===== config.mk =====
export PLATFORM = sky130hd
export DESIGN_NAME = sd_multi_reader
export DESIGN_NICKNAME = d
export VERILOG_FILES = /design/src/rtl/sd_multi_reader.sv
export SDC_FILE = /design/constraint.sdc
export NUM_CORES = 1
export LEC_CHECK = 0
export ABC_AREA = 1
export CAP_MARGIN = 30
export CORE_MARGIN = 2
export CORE_UTILIZATION = 49
export CTS_BUF_LIST = sky130_fd_sc_hd__clkbuf_16
export DETAILED_ROUTE_END_ITERATION = 10
export MAX_ROUTING_LAYER = met4
export PLACE_DENSITY = 0.81
export SKIP_CTS_REPAIR_TIMING = 1
export SYNTH_ARGS = -nofsm -noshare
export SYNTH_HDL_FRONTEND = slang
export SYNTH_SLANG_ARGS = --single-unit

===== constraint.sdc =====
create_clock -name clk -period 2.1 [get_ports clk]
set_input_delay 0.42 -clock clk [delete_from_list [all_inputs] [get_ports clk]]
set_output_delay 0.42 -clock clk [all_outputs]
set_load 0.005 [all_outputs]

===== src/rtl/sd_multi_reader.sv =====
// Multi-sector SD read sequencer: requests consecutive sectors from the byte-level
// sd_card core and streams every received byte into a linear cache.
module sd_multi_reader #(
    parameter int MAX_SECTORS = 16,
    parameter int SEC_BYTES   = 512,
    parameter int ADDR_W      = 14,
    parameter int CNT_W       = 5,
    parameter int TIMEOUT_W   = 24
) (
    input  logic              clk,
    input  logic              n_rst,
    input  logic              card_present,
    input  logic              start,
    input  logic [31:0]       lba,
    input  logic [CNT_W-1:0]  count,
    input  logic              abort,
    output logic              busy,
    output logic              done,
    output logic              error,
    output logic              init_ok,
    output logic              sd_rst_n,
    input  logic              sd_init,
    input  logic              sd_ready,
    output logic              sd_read,
    output logic [31:0]       sd_sec,
    input  logic [7:0]        sd_data,
    input  logic              sd_valid,
    output logic [7:0]        cache_data,
    output logic [ADDR_W-1:0] cache_addr,
    output logic              cache_we
);
    localparam int SB_W = $clog2(SEC_BYTES);

    typedef enum logic [2:0] {WAIT_INIT, IDLE, ARM, REQ, XFER, NEXT, ERR} state_t;

    state_t               state;
    logic [31:0]          lba_q;
    logic [CNT_W-1:0]     n_q;
    logic [CNT_W-1:0]     idx;
    logic [SB_W:0]        byte_cnt;
    logic                 overrun;
    logic [TIMEOUT_W-1:0] wd;
    logic                 valid_q;
    logic                 strobe;
    logic [CNT_W-1:0]     n_clamped;
    logic                 in_xfer;

    assign strobe    = sd_valid & ~valid_q;
    assign n_clamped = (count > CNT_W'(MAX_SECTORS)) ? CNT_W'(MAX_SECTORS) : count;
    assign in_xfer   = (state == ARM) || (state == REQ) || (state == XFER) || (state == NEXT);

    always_ff @(posedge clk) begin
        if (!n_rst) begin
            state      <= WAIT_INIT;
            busy       <= 1'b0;
            done       <= 1'b0;
            error      <= 1'b0;
            init_ok    <= 1'b0;
            sd_rst_n   <= 1'b0;
            sd_read    <= 1'b0;
            sd_sec     <= '0;
            cache_data <= '0;
            cache_addr <= '0;
            cache_we   <= 1'b0;
            lba_q      <= '0;
            n_q        <= '0;
            idx        <= '0;
            byte_cnt   <= '0;
            overrun    <= 1'b0;
            wd         <= '0;
            valid_q    <= 1'b0;
        end else begin
            sd_rst_n <= card_present;
            valid_q  <= sd_valid;
            done     <= 1'b0;
            cache_we <= 1'b0;
            wd       <= '0;
            if (state != WAIT_INIT && (!card_present || !sd_init)) begin
                if (busy) error <= 1'b1;
                busy    <= 1'b0;
                sd_read <= 1'b0;
                init_ok <= 1'b0;
                state   <= WAIT_INIT;
            end else if (abort && in_xfer) begin
                // An edge captured on the abort cycle is dropped, not written
                busy     <= 1'b0;
                sd_read  <= 1'b0;
                byte_cnt <= '0;
                overrun  <= 1'b0;
                state    <= IDLE;
            end else begin
                case (state)
                    WAIT_INIT: begin
                        init_ok <= 1'b0;
                        if (sd_init && card_present) begin
                            init_ok <= 1'b1;
                            state   <= IDLE;
                        end
                    end
                    IDLE: begin
                        init_ok <= 1'b1;
                        if (start) begin
                            error      <= 1'b0;
                            lba_q      <= lba;
                            n_q        <= n_clamped;
                            idx        <= '0;
                            byte_cnt   <= '0;
                            overrun    <= 1'b0;
                            cache_addr <= '0;
                            if (n_clamped == '0) begin
                                done <= 1'b1;
                            end else begin
                                busy  <= 1'b1;
                                state <= ARM;
                            end
                        end
                    end
                    ARM: begin
                        wd <= wd + TIMEOUT_W'(1);
                        if (sd_ready) begin
                            sd_read <= 1'b1;
                            sd_sec  <= lba_q + 32'(idx);
                            wd      <= '0;
                            state   <= REQ;
                        end else if (&wd) begin
                            wd    <= '0;
                            state <= ERR;
                        end
                    end
                    REQ: begin
                        wd <= wd + TIMEOUT_W'(1);
                        if (!sd_ready) begin
                            wd    <= '0;
                            state <= XFER;
                        end else if (&wd) begin
                            wd    <= '0;
                            state <= ERR;
                        end
                    end
                    XFER: begin
                        wd <= wd + TIMEOUT_W'(1);
                        if (sd_ready) begin
                            sd_read <= 1'b0;
                            wd      <= '0;
                            state   <= (byte_cnt == (SB_W+1)'(SEC_BYTES) && !overrun) ? NEXT : ERR;
                        end else if (strobe) begin
                            wd <= '0;
                            // Extra bytes are dropped but poison the sector
                            if (byte_cnt == (SB_W+1)'(SEC_BYTES)) begin
                                overrun <= 1'b1;
                            end else begin
                                cache_we   <= 1'b1;
                                cache_data <= sd_data;
                                cache_addr <= ADDR_W'({idx, byte_cnt[SB_W-1:0]});
                                byte_cnt   <= byte_cnt + (SB_W+1)'(1);
                            end
                        end else if (&wd) begin
                            wd    <= '0;
                            state <= ERR;
                        end
                    end
                    NEXT: begin
                        byte_cnt <= '0;
                        overrun  <= 1'b0;
                        idx      <= idx + CNT_W'(1);
                        if (idx + CNT_W'(1) == n_q) begin
                            done  <= 1'b1;
                            busy  <= 1'b0;
                            state <= IDLE;
                        end else begin
                            state <= ARM;
                        end
                    end
                    ERR: begin
                        error   <= 1'b1;
                        busy    <= 1'b0;
                        sd_read <= 1'b0;
                        state   <= IDLE;
                    end
                    default: state <= WAIT_INIT;
                endcase
            end
        end
    end
endmodule


==> impl_summary.log <==
[metrics] htree depth: 4
[metrics] row count: 43
[metrics] share of the clock period used by the worst path: between 90% and 100%
[metrics] Worst Path Max Fanout: 4
[metrics] global route overflow: 0
[metrics] Initial DRT Pass Iterations: 7
[metrics] Routed Wire Length: approximately 20000 µm
[metrics] final setup violating endpoints: 0
[metrics] Die Ht: 124 µm
[metrics] initial antenna violation count: 0
[metrics] worst hold path type: in2reg
[metrics] sequential fraction of design power: 42.0%
[metrics] pre-CTS setup slack: -0.0794 ns
[metrics] final-layout fill cell count: between 1000 and 1500
[metrics] critical path launch point type: register
[metrics] number of top-level pins: between 100 and 150
[metrics] overall die area: between 15000 and 20000 µm²
[metrics] Hold Violations, Final: 0
[metrics] Port Buffers: about 110
[metrics] vias in the first global route: just under 7000
[metrics] total clock buffers created by CTS: 17
[metrics] Crit path arrival time: between 2 and 2.5 ns
[metrics] worst slew margin relative to its limit: 62.4%
[metrics] largest net degree at the start of global routing: between 60 and 70
[metrics] final net count: 1289
[metrics] internal power of the cells: about 5200 µW
[metrics] setup repair after global routing missed its margin: yes
[metrics] post-synthesis instance total: between 1000 and 1500
[metrics] total cell area at the placement stage: 8890 µm²
[metrics] synthesized area per cell: 6.74 µm²
[metrics] Clock Power Share: between 40% and 50%
[metrics] worst-case vdd ir drop: around 0.58 mV
[metrics] sum of internal, switching and leakage power: around 7000 µW
[metrics] later-pin clock latency in the skew report: 0.43 ns
[metrics] Routed WL per cell: 14.1 µm
[metrics] drt drc: 0
[metrics] library cells used by synthesis: 42
[metrics] via count of the routed design: roughly 7500
[metrics] fraction of final layout cells with drive strength greater than 1: roughly 11%
[metrics] most area-hungry cell type in the Yosys netlist: dfxtp_1
[metrics] power density over the cells: about 750 nW/µm²
[metrics] slew at the pin with the worst max-slew slack: ~0.56 ns
[metrics] final total negative setup slack: 0 ns
[metrics] storage element area: about 2800 µm²
[metrics] most common flop cell mapped by yosys: dfxtp_1
[metrics] root buffer selected by CTS: clkbuf_16
[metrics] Final Slew Violations: 0
[metrics] # Max-Cap Violations: 0
[metrics] Global Route Usage Sum: between 20 and 30%
[metrics] post-route clock skew: around 0.0072 ns
[metrics] Yosys top cell area share: about 40%
[metrics] final critical path time including I/O delays and setup: around 2 ns
[metrics] final non-filler cell area: roughly 9500 µm²
[metrics] library cell with the highest instance count after synthesis: nand2_1
[metrics] cell leakage power: around 0.0038 µW
[metrics] proportion of power drawn by combinational gates: between 15 and 20%
[metrics] combined area of the multi-input logic cells: ~3600 µm²
[metrics] yosys warns: 0
[metrics] nature of the critical path endpoint: register
[metrics] end-of-flow core utilization: slightly below 70%
[metrics] setup slack after layout: roughly 0.094 ns
[metrics] power spent charging and discharging nets: between 1500 and 2000 µW
[metrics] top achievable clock speed: between 0.4 and 0.5 GHz
[metrics] Post-synth EDFFs: 0
[metrics] leading cell types by total area after synthesis: dfxtp_1 40%, nand2_1 11%, nor2_1 8.8%
[metrics] DP HPWL: about 15000 µm
[metrics] total core area: 14000 µm²
[metrics] floorplan die width: around 120 µm
[metrics] Sw Share: about 28%
[metrics] Required @ worst endpoint: between 2 and 2.5 ns
[metrics] initial core utilization: approximately half
[metrics] leading cell types by count after synthesis: 211 x nand2_1, 165 x nor2_1, 142 x dfxtp_1
[metrics] GPL Wtd Cong: about 0.98
[metrics] signed area change from the synthesized netlist to the final layout: 34.8%
[metrics] buffers from clock root to sink, at most: 2
[metrics] drt first-iter violations: roughly 560
[metrics] Synthesized Nets: approximately 1100
[metrics] combined area of all synthesized cells: between 7000 and 8000 µm²
[metrics] vias per cell: around 5.3
[metrics] wire length of the first global-routing pass: 32500 µm
[metrics] clock sink count: approximately 140
[metrics] critical setup path kind: reg2reg
[metrics] DRT antenna net count: 0
[metrics] outcome: completed
[metrics] post-synthesis sequential element count: between 100 and 150
[metrics] number of diodes added for antenna fixing: 0
[metrics] TritonCTS clock tree: done
[metrics] Reg clk slew, reported paths: 0.06 ns
[metrics] Async S/R FF share, synth: 0%
[metrics] post-synthesis sequential area ratio: 40.3%
[layer usage]
metal,share of wire [%],GRT usage [%]
met1,43,34.1
met2,49,46.3
met3,5.8,5.22
met4,1.8,8.08
met5,0,-
[registers in the layout, indices dropped and copies added (netlist names)]
name and cells:
wd 24, lba_q 32, busy 1, overrun 1, sd_sec 32, cache_data 8, error 1, state 3
init_ok 1, sd_rst_n 1, valid_q 1, sd_read 1, cache_addr 14, done 1, n_q 5, byte_cnt 10
cache_we 1, idx 5
[power by group through the flow]
stage          registers (µW)  logic, µW  clock network, µW
2_1_floorplan            3020        699                  0
3_3_place_gp             3060       1160                  0
3_5_place_dp             3070       1180                  0
4_1_cts                  3010       1190               3000
5_1_grt                  3040       1330               3130
6_report                 3020       1200               2970
[worst max-delay path, cell delays in order (launching register included)]
cell and delay [ns]:
dfxtp_2 0.35, ha_2 0.19, fa_2 0.21, nand3_1 0.10, nand2_1 0.10, nand2_1 0.10
a21oi_4 0.24, nand3_2 0.18, inv_2 0.13, nand2_1 0.06, nand2_1 0.05, nand3_1 0.08
nand2_1 0.07, inv_1 0.03
[layout make-up]
type                       count  share of cell area (%)
clock inverter                15                    1.62
clock buffer                  17                    4.47
timing repair buffer         188                    18.3
tap                          180                    2.37
inverter                     138                    5.44
multi-input combinational    737                    37.9
sequential                   142                    29.9
[cells by family (layout without fill, tap and decap cells)]
kind of cell | count (synthesis) | count (layout) | synth area share (%)
xor+xnor | 19 | 19 | 2.36
compound gates | 174 | 174 | 13.3
buf+inv | 169 | 358 | 9.39
fa+ha+maj | 12 | 12 | 2.23
flops | 142 | 142 | 40.3
simple gates | 532 | 532 | 32.4
[cell usage in the layout (no fill, tap or decap), types with 2 or more instances in the layout]
cell,synthesis,final
nand2_1,211,210
nor2_1,165,162
dfxtp_1,142,140
inv_1,129,128
clkdlybuf4s50_1,0,112
nand3_1,77,76
a21oi_1,74,74
buf_4,3,70
o21ai_0,52,50
nor3_1,27,27
o21ai_1,24,25
nand4_1,24,24
clkbuf_16,0,17
xor2_1,15,15
o211ai_1,12,12
inv_2,8,10
nor4_1,10,10
ha_1,11,10
clkinv_1,1,5
xnor2_1,4,4
clkinvlp_4,0,4
buf_12,0,4
nand3_2,2,3
nor2_4,2,3
nand3b_1,3,3
nor2_2,1,3
a31oi_1,3,3
bufinv_16,0,3
clkinv_2,0,3
nand2_2,2,2
o21ai_2,2,2
or2_1,2,2
nor3b_1,2,2
dfxtp_2,0,2
[stage by stage]
step | hold slack [ns] | instances
global route | 0.288 | 1417
floorplan | 0.418 | 1048
CTS | 0.247 | 1417
finish | 0.257 | 1417
global placement | 0.451 | 1385
detailed placement | 0.457 | 1385
[worst paths after layout]
check,startpoint,end,slack (ns),cells past startpoint
worst min-delay path,n_rst,sd_rst_n,0.26,3
worst max register to register,idx[0],sd_sec[24],0.09,13
worst max-delay path,idx[0],sd_sec[24],0.09,13
worst min register to register,n_q[3],n_q[3],0.46,2
Power figures use the tool's default switching activity.
